<file path="src/rtl/simple_mac_pkg.sv">
// Shared widths and accumulator type for the simple_mac multiply-accumulate slice.
// Saturating arithmetic is enabled by defining SIMPLE_MAC_SAT_EN at build time.
package simple_mac_pkg;

    localparam int DATA_W_DEF  = 16;
    localparam int GUARD_W_DEF = 8;

    function automatic int acc_w(input int data_w, input int guard_w);
        return 2 * data_w + guard_w;
    endfunction

    localparam int ACC_W_DEF = acc_w(DATA_W_DEF, GUARD_W_DEF);

    typedef logic signed [ACC_W_DEF-1:0] acc_t;

endpackage

</file>
<file path="src/rtl/mac_acc_reg.sv">
// Accumulator register: asynchronous reset to zero, loads d when load is high.
module mac_acc_reg #(
    parameter int W = simple_mac_pkg::ACC_W_DEF
) (
    input  logic                clk,
    input  logic                rst,
    input  logic                load,
    input  logic signed [W-1:0] d,
    output logic signed [W-1:0] q
);

    // NOTE: sequential state uses non-blocking assignment so every register
    // samples pre-edge values, which gives read-modify-write its 1-cycle latency.
    always_ff @(posedge clk or posedge rst) begin
        if (rst) begin
            q <= '0;
        end else if (load) begin
            q <= d;
        end
    end

endmodule

</file>
<file path="src/rtl/simple_mac.sv">
// Signed multiply-accumulate with two accumulator registers and a combinational adder.
// Define SIMPLE_MAC_SAT_EN to saturate res instead of wrapping modulo 2^ACC_W.
module simple_mac
    import simple_mac_pkg::*;
#(
    parameter  int DATA_W  = DATA_W_DEF,
    parameter  int GUARD_W = GUARD_W_DEF,
    localparam int ACC_W   = acc_w(DATA_W, GUARD_W)
) (
    input  logic                     clk,
    input  logic                     rst,
    input  logic signed [DATA_W-1:0] opa,
    input  logic signed [DATA_W-1:0] opb,
    input  logic                     copa,
    input  logic                     csel,
    input  logic                     cw0,
    input  logic                     cw1,
    output logic signed [ACC_W-1:0]  res,
    output logic signed [ACC_W-1:0]  acr,
    output logic signed [ACC_W-1:0]  acr0,
    output logic signed [ACC_W-1:0]  acr1
);

    logic signed [2*DATA_W-1:0] prod;
    logic signed [ACC_W-1:0]    prod_ext;
    logic signed [ACC_W-1:0]    add_b;

    assign prod     = opa * opb;
    assign prod_ext = {{GUARD_W{prod[2*DATA_W-1]}}, prod};
    assign acr      = csel ? acr0 : acr1;
    assign add_b    = copa ? acr : '0;

`ifdef SIMPLE_MAC_SAT_EN
    localparam logic signed [ACC_W-1:0] ACC_MAX = {1'b0, {(ACC_W-1){1'b1}}};
    localparam logic signed [ACC_W-1:0] ACC_MIN = {1'b1, {(ACC_W-1){1'b0}}};

    // One extra bit makes overflow visible as disagreement of the top two bits.
    logic signed [ACC_W:0] sum_wide;
    assign sum_wide = {add_b[ACC_W-1], add_b} + {prod_ext[ACC_W-1], prod_ext};

    // NOTE: res gets its default first so no path through this block infers a latch.
    always_comb begin
        res = sum_wide[ACC_W-1:0];
        if (sum_wide[ACC_W] != sum_wide[ACC_W-1]) begin
            res = sum_wide[ACC_W] ? ACC_MIN : ACC_MAX;
        end
    end
`else
    assign res = add_b + prod_ext;
`endif

    mac_acc_reg #(.W(ACC_W)) u_acr0 (
        .clk  (clk),
        .rst  (rst),
        .load (cw0),
        .d    (res),
        .q    (acr0)
    );

    mac_acc_reg #(.W(ACC_W)) u_acr1 (
        .clk  (clk),
        .rst  (rst),
        .load (cw1),
        .d    (res),
        .q    (acr1)
    );

endmodule

</file>
<file path="config.mk">
export PLATFORM = sky130hd
export DESIGN_NAME = simple_mac
export DESIGN_NICKNAME = d
export VERILOG_FILES = /design/src/rtl/simple_mac_pkg.sv /design/src/rtl/mac_acc_reg.sv /design/src/rtl/simple_mac.sv
export SDC_FILE = /design/constraint.sdc
export NUM_CORES = 1
export LEC_CHECK = 0
export CORE_MARGIN = 2
export CORE_UTILIZATION = 50
export CTS_CLUSTER_SIZE = 30
export DETAILED_ROUTE_END_ITERATION = 12
export GPL_ROUTABILITY_DRIVEN = 0
export PLACE_DENSITY = 0.76
export SLEW_MARGIN = 20
export SYNTH_ARGS = -nofsm -noshare
export SYNTH_HDL_FRONTEND = slang
export SYNTH_SLANG_ARGS = --single-unit
</file>
<file path="constraint.sdc">
create_clock -name clk -period 10.7 [get_ports clk]
set_input_delay 2.675 -clock clk [delete_from_list [all_inputs] [get_ports clk]]
set_output_delay 2.675 -clock clk [all_outputs]
set_load 0.02 [all_outputs]
</file>
==> results, run 1 <==
- The net count of the finished layout is 2621.
- The detailed router used layers up to and including met4.
- The clock tree from TritonCTS is done.
- The number of violations reported at the end of detailed-routing iteration 0 is 1032.
- At the pin with the least slew margin, the transition time is 0.780 ns.
- The worst register-to-register path begins at u_acr1.q[15].
- The floorplan step set the die height to 184 um.
- The number of clock sinks seen by CTS is 80.
- The clock-pin transition on the worst setup and hold timing paths is 0.07 ns.
- At the worst endpoint, the required time is 8.03 ns.
- Headroom to the max-slew limit came out at 48.0%.
- The utilization after layout is 73.5%.
- Setup repair after global routing could not meet its margin everywhere.
- The flow ran to the end, but the final reports show violations.
- The number of buffers added by the clock tree synthesis step is 9.
- The routed wire length is 55.7 mm.
- The number of antenna violations at the first check in global routing is 1.
- The worst min-delay path category is flop to flop.
- The DRC violation count after routing is 0.
- The category of the critical setup timing path is primary input to output port.
- The first global-routing pass estimated 81.9 mm of wire.
- The total nets after synthesis is 2117.
- The destination of the worst register-to-register timing path is u_acr0.q[32].
- In this run the core area contains 65 standard-cell rows.
- The number of standard cells after synthesis is 1634.
- For this run, the top clock speed supported by timing is 0.0889 GHz.
- The residual antenna-violating net count after detailed routing is 0.
- Global routing used 31.7% of the available tracks.
- The arrival time of data at the critical path endpoint is 8.57 ns.
- In the layout the commonest cells are 333 x sky130_fd_sc_hd__inv_1, 299 x sky130_fd_sc_hd__fa_1, 288 x sky130_fd_sc_hd__buf_4.
- The total number of H-tree levels is 3.
- Once detailed placement completed, the half-perimeter wirelength came to 37.9 mm.
- The maximum count of clock buffers along a single path is 2.
- The buffer type at the clock tree root is sky130_fd_sc_hd__clkbuf_16.
- The total routed wire length on the met1 layer is 19.0 mm.
- The main flop type after synthesis is sky130_fd_sc_hd__dfrtp_1.
- The number of synthesized register bits is 80.
- The first detailed-routing pass ran for 6 iterations.
- The final reports fail on negative setup slack.
- The final number of hold-violating endpoints came to 0.
- The area taken by flip-flops and latches is 2000 um^2.
- After layout, the worst path uses 105% of the clock period.
- Global routing finished with a remaining overflow of 0.
- The met2 layer wire length in the routed design is 28.8 mm.
- The full die area is 33800 um^2.
- The max-capacitance violation count is 0.
- The horizontal die dimension is 184 um.
- The critical-path maximum fanout is 6.
- The sequential share of the synthesized area is 12.4%.
- The largest net degree at the start of global routing is 81.
- The number of hold buffers added after CTS was 0.
- Summing all multi-input logic gate instances after layout gives 14000 um^2.
- STA classifies the critical path endpoint as an output port.
- The worst setup path startpoint is opb[3].
- Along the worst hold path, the cell count comes to 1.
- Pin placement for this block handled 198 I/O pins.
- The number of max-slew violations in the final report is 0.
- The startpoint identified for the worst hold timing path is u_acr0.q[14].
- The clock reaches the later pin of the worst-skew pair after 0.37 ns.
- In the routed layout, each cell is associated on average with a via count of 5.62.
- The filler cell count is 1891.
- Setup violations remaining at the end of the flow were counted as 20.
- The final critical-path required period is 11.25 ns.
- The total number of yosys warnings is 0.
- The detailed-routed wire length on met3 is 4.08 mm.
- The initial core utilization is 51.0%.
- Leaving out fill and tap cells, the most frequent cell in the layout is sky130_fd_sc_hd__inv_1.
- In this run the cell area of the synthesized design comes to 16200 um^2.
- The number of distinct library cell variants in the gate-level netlist after synthesis is 60.
- A synthesized cell averages 9.90 um^2.
- The count of buffers added on input and output ports is 197.
- The core footprint is 31700 um^2.
- The post-route netlist has 37.8% of its cells at a drive strength greater than 1.
- The worst-case setup margin in the final layout is -0.545 ns.
- The worst register-to-register path has a setup slack of 4.78 ns.
- The worst hold path terminates at u_acr0.q[14].
- In the final routed layout, each cell accounts on average for 21.9 um.
- The via count of the first global-routing pass was 15800.
- The element type at the critical path start is a primary input.
- The total via count after detailed routing is 14300.
- Yosys mapped a number of flops with a built-in enable equal to 0.
- In the synthesized netlist the async set-or-reset flop fraction comes to 100%.
- The worst reg2reg path depth is 21.
- Hold timing on the final database bottoms out at a slack of 0.532 ns.
- The largest clock skew in the final design is 0.00835 ns.
- From synthesis to final layout, the design area changed by 44.2%.
==> how the worst max path moves through the flow <==
stage	cells past startpoint	slack, ns	endpoint
finish	23	-0.55	res[33]
global route	24	-0.66	res[38]
CTS	27	-0.47	res[38]
detailed placement	23	-1.39	res[33]
global placement	22	-1.32	res[33]
floorplan	22	-0.08	res[33]
==> sequential cells by signal, summed over array words and instances, names as in the netlist <==
register  flops
u_acr1.q     40
u_acr0.q     40
==> timing repair <==
action                                  CTS  global route
buffers inserted                         50            47
pin swaps                               148           139
endpoints found under the setup margin   31            30
resized for setup                       491           205
gates cloned                              3             2
==> synth_stat cells, types with 4 or more instances <==
cell type	instances	area share, %
sky130_fd_sc_hd__a211oi_1	5	0.23
sky130_fd_sc_hd__buf_2	4	0.12
sky130_fd_sc_hd__xor2_1	11	0.60
sky130_fd_sc_hd__o21ai_0	16	0.50
sky130_fd_sc_hd__nand2b_1	5	0.19
sky130_fd_sc_hd__o21a_1	4	0.19
sky130_fd_sc_hd__nor2_1	40	0.93
sky130_fd_sc_hd__mux2_2	110	7.7
sky130_fd_sc_hd__fa_1	330	41
sky130_fd_sc_hd__and2_1	154	6.0
sky130_fd_sc_hd__nand2_1	158	3.7
sky130_fd_sc_hd__a21oi_1	37	1.1
sky130_fd_sc_hd__clkbuf_1	50	1.2
sky130_fd_sc_hd__dfrtp_1	80	12
sky130_fd_sc_hd__o31ai_1	4	0.19
sky130_fd_sc_hd__a21o_1	11	0.51
sky130_fd_sc_hd__xnor2_1	30	1.6
sky130_fd_sc_hd__ha_1	115	8.9
sky130_fd_sc_hd__nand3_1	9	0.28
sky130_fd_sc_hd__o21bai_1	5	0.23
sky130_fd_sc_hd__nand4_1	4	0.15
sky130_fd_sc_hd__nor3_1	11	0.34
sky130_fd_sc_hd__inv_1	380	8.8
sky130_fd_sc_hd__a31oi_1	5	0.19
sky130_fd_sc_hd__buf_1	4	0.093
==> stage by stage <==
stage                     instance area (um^2)  setup TNS, ns  cells  worst slack, ns
after detailed placement                 20700         -34.81   2436            -1.39
after global placement                   20700         -32.44   2436            -1.32
final                                    23300          -5.84   2546           -0.545
after CTS                                22400          -4.87   2503           -0.468
after global routing                     23300          -8.28   2546           -0.664
after floorplan                          16400         -0.162   1634          -0.0758
==> kinds of logic after synthesis <==
family	after synthesis	synth area share (%)
adders and majority gates	445	49.8
buffers and inverters	439	10.2
and+or+nand+nor	403	12.6
AOI/OAI and AO/OA	113	4.96
muxes	112	7.78
DFF	80	12.4
xor gates and xnor gates	42	2.32
==> per-layer routing <==
metal	track usage [%]	up-vias
met5	0	-
met4	16.3	0
li1	-	5950
met3	6.00	305
met2	57.8	799
met1	35.1	7248
==> area by class of cell <==
| class | count | area share, % |
|---|---|---|
| timing repair buffer | 552 | 21.8 |
| multi-input combinational | 1115 | 59.9 |
| sequential | 80 | 8.58 |
| clock buffer | 10 | 1.02 |
| clock inverter | 6 | 0.397 |
| tap | 402 | 2.16 |
| inverter | 380 | 6.13 |
| antenna | 1 | 0.0107 |
==> critical path, cell delays in order <==
cell and delay [ns]:
sky130_fd_sc_hd__buf_12 0.12, sky130_fd_sc_hd__and2_4 0.16, sky130_fd_sc_hd__fa_2 0.60, sky130_fd_sc_hd__inv_2 0.05, sky130_fd_sc_hd__fa_2 0.58, sky130_fd_sc_hd__inv_4 0.07, sky130_fd_sc_hd__buf_4 0.14, sky130_fd_sc_hd__fa_1 0.54
sky130_fd_sc_hd__fa_1 0.44, sky130_fd_sc_hd__fa_1 0.54, sky130_fd_sc_hd__inv_2 0.05, sky130_fd_sc_hd__fa_1 0.57, sky130_fd_sc_hd__inv_2 0.08, sky130_fd_sc_hd__ha_4 0.28, sky130_fd_sc_hd__a21oi_2 0.23, sky130_fd_sc_hd__o21ai_4 0.13
sky130_fd_sc_hd__o21ai_2 0.24, sky130_fd_sc_hd__and2_4 0.18, sky130_fd_sc_hd__o31a_1 0.19, sky130_fd_sc_hd__a2bb2oi_2 0.18, sky130_fd_sc_hd__and2b_1 0.18, sky130_fd_sc_hd__xnor2_2 0.14, sky130_fd_sc_hd__buf_4 0.18
Power of run 1 is not shown: default switching activity piles up to over one toggle a cycle in this logic, so the estimate is an artifact.
==> run 2: changes to the inputs <==
Settings changed: PLACE_DENSITY 0.76 to 0.73, SYNTH_HIERARCHICAL set to 1, TNS_END_PERCENT set to 50.
Clock period 10.7 ns to 12.7 ns, I/O delays scaled along.
==> run 2 against run 1 <==
The flow still finishes with violations (negative setup slack). Global-route usage decreased by 3.8 points. Worst setup slack improved by 0.52 ns. Via count decreased by 12%. Critical endpoint is now res[39]. First-iteration DRC count decreased by 25%. Design area decreased by 8.4%. Non-clock buffer count decreased by 101. Clock skew decreased by 0.0020 ns. Die area decreased by 1.4%. Clock-buffer cell count decreased by 1. Critical path type unchanged.
==> results, run 2 <==
- The clock tree from TritonCTS was done (unchanged).
- The slowest stage cell on the critical path is sky130_fd_sc_hd__fa_2 (unchanged).
- The launch instance of the worst min-delay path is u_acr1/q[36] (was u_acr0.q[14]).
- The maximum count of clock buffers along a single path was 2 (unchanged).
- The cell area reported after detailed placement was 20000 um^2 (was 20700 um^2).
- The number of standard cells after synthesis is 1573 (was 1634).
- The insertion delay to the later sink of the worst-skew pair is 0.35 ns (was 0.37 ns).
- The total global-route track usage is 27.8% (was 31.7%).
- The total number of yosys warnings was 6 (was 0).
- The number of clock sinks seen by CTS was 80 (unchanged).
- The most common cell in the synthesized netlist was sky130_fd_sc_hd__inv_1 (unchanged).
- The routed via count divided by cell count is 5.28 (was 5.62).
- The antenna diode count came to 0 (was 1).
- Biggest area contributors in the synthesized netlist: sky130_fd_sc_hd__fa_1 41%, sky130_fd_sc_hd__dfrtp_1 13%, sky130_fd_sc_hd__ha_1 9.0%, sky130_fd_sc_hd__inv_1 8.8%, sky130_fd_sc_hd__mux2_2 8.5% (was sky130_fd_sc_hd__fa_1 41%, sky130_fd_sc_hd__dfrtp_1 12%, sky130_fd_sc_hd__ha_1 8.9%, sky130_fd_sc_hd__inv_1 8.8%, sky130_fd_sc_hd__mux2_2 7.7%).
- The worst path required time came to 9.52 ns (was 8.03 ns).
- The core footprint is 31500 um^2 (was 31700 um^2).
- The launching point of the worst reg2reg path is u_acr0/q[22] (was u_acr1.q[15]).
- The number of synthesized register bits was 80 (unchanged).
- The reg-to-reg setup timing slack is 6.35 ns (was 4.78 ns).
- The max-capacitance violation count came to 0 (unchanged).
- The critical-path maximum fanout is 4 (was 6).
- The final critical-path required period is 12.72 ns.
- The utilization after layout is 67.9% (was 73.5%).
- The number of distinct library cell variants in the gate-level netlist after synthesis is 54 (was 60).
- The number of nets in the final layout came to 2466 (was 2621).
- The via count of the first global-routing pass is 14000 (was 15800).
- Status: finished with violations (unchanged).
- The number of antenna violations at the first check in global routing is 0 (was 1).
- The clock-pin transition on the worst setup and hold timing paths came to 0.07 ns (about the same).
- The total number of H-tree levels came to 3 (unchanged).
- The share of cells above drive strength 1 came to 26.9% (was 37.8%).
- The floorplan row count is 65 (unchanged).
- The worst min-delay path category is flop to flop (unchanged).
- The relative area change from synthesis to final layout is 34.0% (was 44.2%).
- Derived from the worst setup path, the maximum achievable clock frequency is 0.0786 GHz.
- Regs by FF count: u_acr0/q: 40 flops, u_acr1/q: 40 flops (was u_acr0.q: 40 flops, u_acr1.q: 40 flops).
- The number of buffer cells added on primary ports was 197 (unchanged).
- The mean post-synth cell area is 10.1 um^2 (was 9.90 um^2).
- Violations in the final reports: negative setup slack (unchanged).
- The largest net degree at the start of global routing is 41 (was 81).
- The largest clock skew in the final design came to 0.00633 ns (was 0.00835 ns).
- The arrival time of data at the critical path endpoint is 9.55 ns (was 8.57 ns).
- The DRC violation count after routing is 0 (unchanged).
- The share of synthesized registers carrying an async set or reset was 100% (unchanged).
- The summed negative setup slack over all endpoints is -0.0265 ns (was -5.84 ns).
- Setup repair after global routing missed its margin: yes (unchanged).
- The initial core utilization came to 50.7% (was 51.0%).
- The finished layout cell area was 21400 um^2 (was 23300 um^2).
- The delay of the slowest critical-path stage was 0.61 ns (was 0.60 ns).
- The number of max-slew violations in the final report is 0 (unchanged).
- The top-level port count came to 198 (unchanged).
- The worst-case setup margin in the final layout is -0.0225 ns (was -0.545 ns).
- The sequential share of the synthesized area is 12.6% (was 12.4%).
- The number of buffers added by the clock tree synthesis step came to 9 (unchanged).
- The total nets after synthesis is 2056 (was 2117).
- After layout, the worst path uses 100% of the clock period.
- The main flop type after synthesis is sky130_fd_sc_hd__dfrtp_1 (unchanged).
- The final cell count without fillers is 2390 (was 2546).
- The mean routed wirelength per cell is 19.6 um (was 21.9 um).
- The buffer type at the clock tree root is sky130_fd_sc_hd__clkbuf_16 (unchanged).
- The library cell with the largest summed area after synthesis is sky130_fd_sc_hd__fa_1 (unchanged).
- The category of the critical setup timing path was primary input to output port (unchanged).
- The total via count after detailed routing is 12600 (was 14300).
- The most common cell after layout, fill and taps aside was sky130_fd_sc_hd__inv_1 (unchanged).
- The total iterations of the first detailed-routing run is 5 (was 6).
- The number of enable flip-flop cells after synthesis came to 0 (unchanged).
- The global-route wire length before repair is 72.4 mm (was 81.9 mm).
- The relative slew slack is 26.3% (was 48.0%).
- The number of violations reported at the end of detailed-routing iteration 0 was 778 (was 1032).
- The chip height is 183 um (was 184 um).
- The endpoint of the worst setup timing path is res[39] (was res[33]).
- The pin slew with the least headroom to its limit is 1.11 ns (was 0.780 ns).
- The summed instance area of the synthesized netlist is 15900 um^2 (was 16200 um^2).
- The routed wire length is 46.8 mm (was 55.7 mm).
- The final number of hold-violating endpoints is 0 (unchanged).
- Most used cells in the layout excluding fill and tap cells: 358 x sky130_fd_sc_hd__inv_1, 315 x sky130_fd_sc_hd__fa_1, 224 x sky130_fd_sc_hd__buf_4 (was 333 x sky130_fd_sc_hd__inv_1, 299 x sky130_fd_sc_hd__fa_1, 288 x sky130_fd_sc_hd__buf_4).
- The residual antenna-violating net count after detailed routing was 0 (unchanged).
- The full die area is 33300 um^2 (was 33800 um^2).
- The hold buffer count at cts came to 0 (unchanged).
- The share of Yosys cell area claimed by the top area cell type is 41.4% (was 40.9%).
- The number of cells in the design after placement was 2327 (was 2436).
- The post-DP HPWL is 36.6 mm (was 37.9 mm).
- The horizontal die dimension is 183 um (was 184 um).
- The worst reg2reg path depth is 22 (was 21).
- The remaining global-route overflow came to 0 (unchanged).
- The worst setup path startpoint was opb[3] (unchanged).
- Commonest cells in the netlist: 373 x sky130_fd_sc_hd__inv_1, 330 x sky130_fd_sc_hd__fa_1, 153 x sky130_fd_sc_hd__and2_1, 141 x sky130_fd_sc_hd__nand2_1, 120 x sky130_fd_sc_hd__mux2_2 (was 380 x sky130_fd_sc_hd__inv_1, 330 x sky130_fd_sc_hd__fa_1, 158 x sky130_fd_sc_hd__nand2_1, 154 x sky130_fd_sc_hd__and2_1, 115 x sky130_fd_sc_hd__ha_1).
- The destination of the worst register-to-register timing path is u_acr0/q[35] (was u_acr0.q[32]).
- The count of final setup violators is 2 (was 20).
- Cell Chain, Critical Path: dlygate4sd2_1 > and2_4 > fa_2 > inv_2 > fa_2 > buf_6 > fa_1 > fa_1 > fa_1 > fa_1 > inv_1 > ha_2 > nor3_2 > o21ai_1 > and3_4 > or4_1 > o211a_1 > a21o_1 > a31o_1 > a21oi_2 > xnor2_2 > buf_4 (was buf_12 > and2_4 > fa_2 > inv_2 > fa_2 > inv_4 > buf_4 > fa_1 > fa_1 > fa_1 > inv_2 > fa_1 > inv_2 > ha_4 > a21oi_2 > o21ai_4 > o21ai_2 > and2_4 > o31a_1 > a2bb2oi_2 > and2b_1 > xnor2_2 > buf_4).
- The element type at the critical path start is a primary input (unchanged).
- The sort of element at the end of the critical path is an output port (unchanged).
- The cell occurring most often along the worst timing path is sky130_fd_sc_hd__fa_1 (unchanged).
==> run 2: per-layer routing <==
| metal | wire [um] | track usage (%) |
|---|---|---|
| met1 | 18400 | 35.0 |
| met3 | 2300 | 2.89 |
| met2 | 24500 | 50.9 |
| met5 | 0 | 0 |
| met4 | 1520 | 8.00 |
==> run 2: final cells by class <==
type / instances / area (um^2)
sequential: 80 / 2000
inverter: 373 / 1410
multi-input combinational: 1068 / 12900
clock buffer: 9 / 225
clock inverter: 7 / 52.6
tap: 402 / 503
fill: 2291 / 10100
timing repair buffer: 451 / 4290
==> run 2: cell families after synthesis <==
family,Yosys count,share of synthesized area [%]
xor gates and xnor gates,39,2.14
adders and majority gates,445,50.5
DFF,80,12.6
buffers and inverters,425,10.4
and+or+nand+nor,368,11.7
AOI/OAI and AO/OA,96,4.32
muxes,120,8.48
==> run 2: worst min-delay path by stage <==
stage                               to  cells after the start
final                     u_acr1/q[36]                      1
after detailed placement  u_acr1/q[36]                      1
after global routing      u_acr0/q[39]                      1
after CTS                 u_acr1/q[36]                      1
after floorplan            u_acr0/q[0]                      1
after global placement    u_acr0/q[38]                      1
==> run 2: metrics by stage <==
| step | worst slack, ns | hold WS (ns) |
|---|---|---|
| after floorplan | 0.138 | 0.651 |
| after global placement | -0.755 | 0.509 |
| after detailed placement | -0.857 | 0.515 |
| after CTS | -0.153 | 0.531 |
| after global routing | -0.123 | 0.551 |
| final | -0.0225 | 0.528 |
==> run 2: what timing repair did <==
action                     in CTS  in global routing
resized for setup             162                110
pin swaps                      35                 70
buffers inserted               16                 24
gates cloned                    1                  6
setup endpoints to repair      27                 25
==> run 2: worst max-delay path: cells and delay by family <==
kind | cells | cell delay [ns]
xor+xnor | 1 | 0.14
simple gates | 4 | 1.16
compound gates | 5 | 0.90
fa+ha+maj | 7 | 3.40
buf+inv | 5 | 0.75
Power of run 2 is left out for the same reason.
